`config.mk`:
```
export PLATFORM = sky130hd
export DESIGN_NAME = inst_fetch
export DESIGN_NICKNAME = d
export VERILOG_FILES = /design/src/rtl/inst_fetch.sv
export SDC_FILE = /design/constraint.sdc
export NUM_CORES = 1
export LEC_CHECK = 0
export BUFFER_PORTS_ARGS = -buffer_cell sky130_fd_sc_hd__buf_2
export CORE_UTILIZATION = 60
export DETAILED_ROUTE_END_ITERATION = 10
export PLACE_DENSITY = 0.89
export SLEW_MARGIN = 5
export SYNTH_ARGS = -nofsm -noshare
export SYNTH_HDL_FRONTEND = slang
export SYNTH_SLANG_ARGS = --single-unit
```
`constraint.sdc`:
```
create_clock -name iClk -period 5.8 [get_ports iClk]
set_input_delay 1.45 -clock iClk [delete_from_list [all_inputs] [get_ports iClk]]
set_output_delay 1.45 -clock iClk [all_outputs]
set_load 0.05 [all_outputs]
```
`src/rtl/inst_fetch.sv`:
```
`default_nettype none
// ----------------------------------------------------------------------------
// inst_fetch: PC owner issuing credit-limited imem reads, buffering words for the decoder.  Rev 1.0
// ----------------------------------------------------------------------------

package corePckg;
  localparam int cXLEN = 32;
endpackage

module inst_fetch
  import corePckg::*;
#(
  parameter logic [cXLEN-1:0] pResetPc  = 32'h0000_0000,
  parameter int               pBufDepth = 4
) (
  input  logic             iClk,
  input  logic             iRst,
  output logic             oMemReq,
  output logic [cXLEN-1:0] oMemAddr,
  input  logic             iMemGnt,
  input  logic             iMemRspDv,
  input  logic [cXLEN-1:0] iMemRspData,
  input  logic             iStall,
  input  logic             iRedirect,
  input  logic [cXLEN-1:0] iRedirectPc,
  output logic [cXLEN-1:0] oInst,
  output logic [cXLEN-1:0] oCurPc,
  output logic             oInstDv
);

  localparam int               cPtrW  = $clog2(pBufDepth);
  localparam int               cCntW  = cPtrW + 1;
  localparam logic [cXLEN-1:0] cNop   = 32'h0000_0013;
  localparam logic [cCntW:0]   cDepth = (cCntW + 1)'(pBufDepth);

  logic [cXLEN-1:0] fetchPc_q, fetchPc_d;
  logic             memReq_q, memReq_d;
  logic [cCntW-1:0] outst_q, outst_d;
  logic [cCntW-1:0] discard_q, discard_d;
  logic [cCntW-1:0] bufCnt_q, bufCnt_d;
  logic [cPtrW-1:0] bufWr_q, bufWr_d, bufRd_q, bufRd_d;
  logic [cPtrW-1:0] pcqWr_q, pcqWr_d, pcqRd_q, pcqRd_d;

  logic [cXLEN-1:0] bufInst_q [pBufDepth];
  logic [cXLEN-1:0] bufPc_q   [pBufDepth];
  logic [cXLEN-1:0] pcq_q     [pBufDepth];

  logic gnt, rspKeep, pop;
  logic redirLsbUnused;

  assign redirLsbUnused = ^iRedirectPc[1:0];

  always_comb begin
    gnt     = memReq_q & iMemGnt;
    rspKeep = iMemRspDv & (discard_q == '0);
    pop     = (bufCnt_q != '0) & ~iStall;

    fetchPc_d = fetchPc_q;
    discard_d = discard_q;
    bufCnt_d  = bufCnt_q;
    bufWr_d   = bufWr_q;
    bufRd_d   = bufRd_q;
    pcqWr_d   = pcqWr_q;
    pcqRd_d   = pcqRd_q;
    outst_d   = outst_q + cCntW'(gnt) - cCntW'(iMemRspDv);

    if (iRedirect) begin
      // Everything in flight at this edge, including a same-cycle grant, is stale.
      fetchPc_d = {iRedirectPc[cXLEN-1:2], 2'b00};
      discard_d = outst_d;
      bufCnt_d  = '0;
      bufWr_d   = '0;
      bufRd_d   = '0;
      pcqWr_d   = '0;
      pcqRd_d   = '0;
    end else begin
      if (gnt) begin
        fetchPc_d = fetchPc_q + 32'd4;
        pcqWr_d   = pcqWr_q + 1'b1;
      end
      if (iMemRspDv) begin
        if (discard_q != '0) begin
          discard_d = discard_q - 1'b1;
        end else begin
          pcqRd_d = pcqRd_q + 1'b1;
          bufWr_d = bufWr_q + 1'b1;
        end
      end
      if (pop) begin
        bufRd_d = bufRd_q + 1'b1;
      end
      bufCnt_d = bufCnt_q + cCntW'(rspKeep) - cCntW'(pop);
    end

    memReq_d = ({1'b0, outst_d} + {1'b0, bufCnt_d}) < cDepth;
  end

  always_ff @(posedge iClk or posedge iRst) begin
    if (iRst) begin
      fetchPc_q <= pResetPc;
      memReq_q  <= 1'b0;
      outst_q   <= '0;
      discard_q <= '0;
      bufCnt_q  <= '0;
      bufWr_q   <= '0;
      bufRd_q   <= '0;
      pcqWr_q   <= '0;
      pcqRd_q   <= '0;
    end else begin
      fetchPc_q <= fetchPc_d;
      memReq_q  <= memReq_d;
      outst_q   <= outst_d;
      discard_q <= discard_d;
      bufCnt_q  <= bufCnt_d;
      bufWr_q   <= bufWr_d;
      bufRd_q   <= bufRd_d;
      pcqWr_q   <= pcqWr_d;
      pcqRd_q   <= pcqRd_d;
    end
  end

  // Storage arrays carry no reset; validity is tracked by the counters above.
  always_ff @(posedge iClk) begin
    if (gnt && !iRedirect) begin
      pcq_q[pcqWr_q] <= fetchPc_q;
    end
    if (rspKeep && !iRedirect) begin
      bufInst_q[bufWr_q] <= iMemRspData;
      bufPc_q[bufWr_q]   <= pcq_q[pcqRd_q];
    end
  end

  assign oMemReq  = memReq_q;
  assign oMemAddr = fetchPc_q;
  assign oInstDv  = (bufCnt_q != '0);
  assign oInst    = oInstDv ? bufInst_q[bufRd_q] : cNop;
  assign oCurPc   = oInstDv ? bufPc_q[bufRd_q] : '0;

endmodule

`default_nettype wire

```
==> results.sh <==
export IMPL_syn_area_sq_um=16600
export IMPL_place_gp_congestion=0.881
export IMPL_crit_type="flop to primary output"
export IMPL_avgSynthCellArea_sq_um=18.8
export IMPL_drive_gt1_share_pct=32.0
export IMPL_peakVddDrop_v=0.000283
export IMPL_path_clk_slew_ps=60
export IMPL_synth_edf_count=368
export IMPL_io_pins=168
export IMPL_fin_util_pct=71.1
export IMPL_max_freq_mhz=230
export IMPL_final_common_cell="edfxtp_1"
export IMPL_root_buffer="clkbuf_16"
export IMPL_hold_ws_ps=570
export IMPL_slew_viol_final=0
export IMPL_drc=0
export IMPL_port_buffers=161
export IMPL_grt_pass1_wl_mm=53.3
export IMPL_synth_ff_type="edfxtp_1"
export IMPL_final_hold_viol_count=0
export IMPL_dieArea_sq_um=28300
export IMPL_start_util_pct=61.4
export IMPL_cts_buffers=41
export IMPL_crit_fanout=33
export IMPL_ys_ff_latch=416
export IMPL_fin_crit_ps=4350
export IMPL_worst_pin_slew_ps=1090
export IMPL_rsz0062_at_grt="false"
export IMPL_max_stage_delay_ps=860
export IMPL_routed_wl_mm=34.6
export IMPL_dpl_hpwl_mm=20.2
export IMPL_post_place_ws_ps=1730
export IMPL_hold_path_class="flop to flop"
export IMPL_die_h_microns=168
export IMPL_synthCells=883
export IMPL_final_setup_tns_ps=0
export IMPL_cts_max_path_buffers=3
export IMPL_p_leak_nw=6.57
export IMPL_slew_headroom_pct=27.4
export IMPL_post_cts_buffers=0
export IMPL_ctsHoldBuffers=0
export IMPL_ant_nets=0
export IMPL_cts_resized=0
export IMPL_area_growth_pct=15.7
export IMPL_worst_slack_ps=1450
export IMPL_start_kind="flop"
export IMPL_ys_types=44
export IMPL_cpMaxStageDelayCell="dfrtp_4"
export IMPL_worst_ep_required_time_ps=4350
export IMPL_yosysWarningCount=0
export IMPL_cts_tree="built"
export IMPL_grt_max_degree=65
export IMPL_num_vias=9072
export IMPL_grt_overflow=0
export IMPL_antenna_cells=0
export IMPL_power_w=0.00872
export IMPL_crit_chain="buf_4 > mux4_2 > nor2b_1 > buf_2"
export IMPL_track_usage_pct=25.4
export IMPL_final_setup_skew_ps=20.2
export IMPL_async_flop_share_pct=11.5
export IMPL_finalCritPeriodShare_pct=75.0
export IMPL_dieWidth_microns=168
export IMPL_cp_arrival_ps=2900
export IMPL_drt_iter0_markers=829
export IMPL_vias_per_cell=6.31
export IMPL_status="complete, no violations"
export IMPL_synth_seq_area_share_pct=73.8
export IMPL_final_cell_mix="edfxtp_1, buf_2, mux4_2"
export IMPL_design_core_area_sq_um=27000
export IMPL_antenna_found_initial=0
export IMPL_cts_max_level=2
export IMPL_grt_pass1_vias=9179
export IMPL_maxCapViolations=0
export IMPL_fp_row_count=60
export IMPL_endpoint_kind="primary output"
export IMPL_p_per_area_nw_per_um2=454
export IMPL_wire_per_inst_microns=24.1
export IMPL_dr_pass1_iters=7
export IMPL_cts_sinks=416
export IMPL_final_nets=1153
export IMPL_setup_violations=0
export IMPL_insertion_delay_ps=540
[final cells by class]
class | instances | area [sq um]
clock inverter | 18 | 269
sequential | 416 | 12300
clock buffer | 57 | 1110
tap | 341 | 427
multi-input combinational | 405 | 4120
fill | 1614 | 7810
inverter | 18 | 67.6
timing repair buffer | 182 | 963
[flip-flops by register name, indices dropped and copies added, names as in the netlist]
name       cells
bufCnt_q       3
outst_q        3
bufRd_q        2
pcqRd_q        2
discard_q      3
oMemAddr      30
oMemReq        1
pcq_q        120
bufWr_q        2
bufPc_q      120
bufInst_q    128
pcqWr_q        2
[cells in the mapped netlist, types with 3 or more instances]
master,n,share of area (%)
nand3_1,20,0.60
clkbuf_1,30,0.68
nor2_1,25,0.57
nor2b_1,65,2.4
nand2_1,35,0.79
dfrtp_1,48,7.2
a31oi_1,12,0.45
or2_2,4,0.15
nor4_1,4,0.15
nand4_1,14,0.53
a21oi_1,3,0.090
ha_1,17,1.3
mux2i_1,3,0.18
or4_1,18,0.81
edfxtp_1,368,67
nor3b_1,6,0.27
and2_1,5,0.19
xnor2_1,13,0.69
xor2_1,8,0.42
o21ai_0,17,0.51
buf_1,5,0.11
buf_2,7,0.21
o31ai_1,11,0.50
nor3_1,4,0.12
buf_4,4,0.18
or3_1,5,0.19
inv_1,18,0.41
mux4_2,92,12
[per-layer routing]
layer / vias up / share of wire [%] / global-route usage (%)
li1: 3874 / - / -
met1: 4675 / 39 / 33.8
met2: 457 / 52 / 43.6
met3: 66 / 6.5 / 3.41
met4: 0 / 2.9 / 8.85
met5: - / 0 / 0
[through the flow]
step | cell area [sq um] | cells
floorplan | 16600 | 886
global placement | 17800 | 1362
detailed placement | 17800 | 1362
CTS | 19200 | 1437
global route | 19200 | 1437
finish | 19200 | 1437
[logic make-up (layout without fill, tap and decap cells)]
logic type | count (synthesis) | after routing | synth area share [%]
DFF | 416 | 416 | 73.8
and+or+nand+nor | 214 | 214 | 7.25
muxes | 96 | 96 | 12.7
buffers and inverters | 65 | 275 | 1.62
AOI/OAI and AO/OA | 51 | 51 | 1.95
xor gates and xnor gates | 21 | 21 | 1.11
adders and majority gates | 19 | 19 | 1.52
other | 1 | 4 | 0.0226
[where the power goes]
| part | total (W) | internal [W] | switching [W] | leakage [nW] |
|---|---|---|---|---|
| sequential | 0.00371 | 0.00348 | 0.000227 | 3.89 |
| combinational | 0.00231 | 0.000767 | 0.00155 | 2.02 |
| clock | 0.00270 | 0.00161 | 0.00109 | 0.661 |
[worst paths after layout]
kind	from	depth (start not counted)	to	slack, ps
setup / recovery	bufRd_q[0]	4	oCurPc[20]	1450
hold / removal	outst_q[0]	1	outst_q[0]	570
setup reg to reg	discard_q[0]	13	oMemReq	2650
hold reg to reg	outst_q[0]	1	outst_q[0]	570
max in group asynchronous	iRst	3	bufRd_q[0]	4210
min in group asynchronous	iRst	3	oMemAddr[17]	1090
[worst max-delay path, delay by kind of cell, from the launching register on]
family / cells / cell delay (ps)
and+or+nand+nor: 1 / 160
DFF: 1 / 860
buffers and inverters: 2 / 720
muxes: 1 / 580
(Power assumes the default switching activity.)
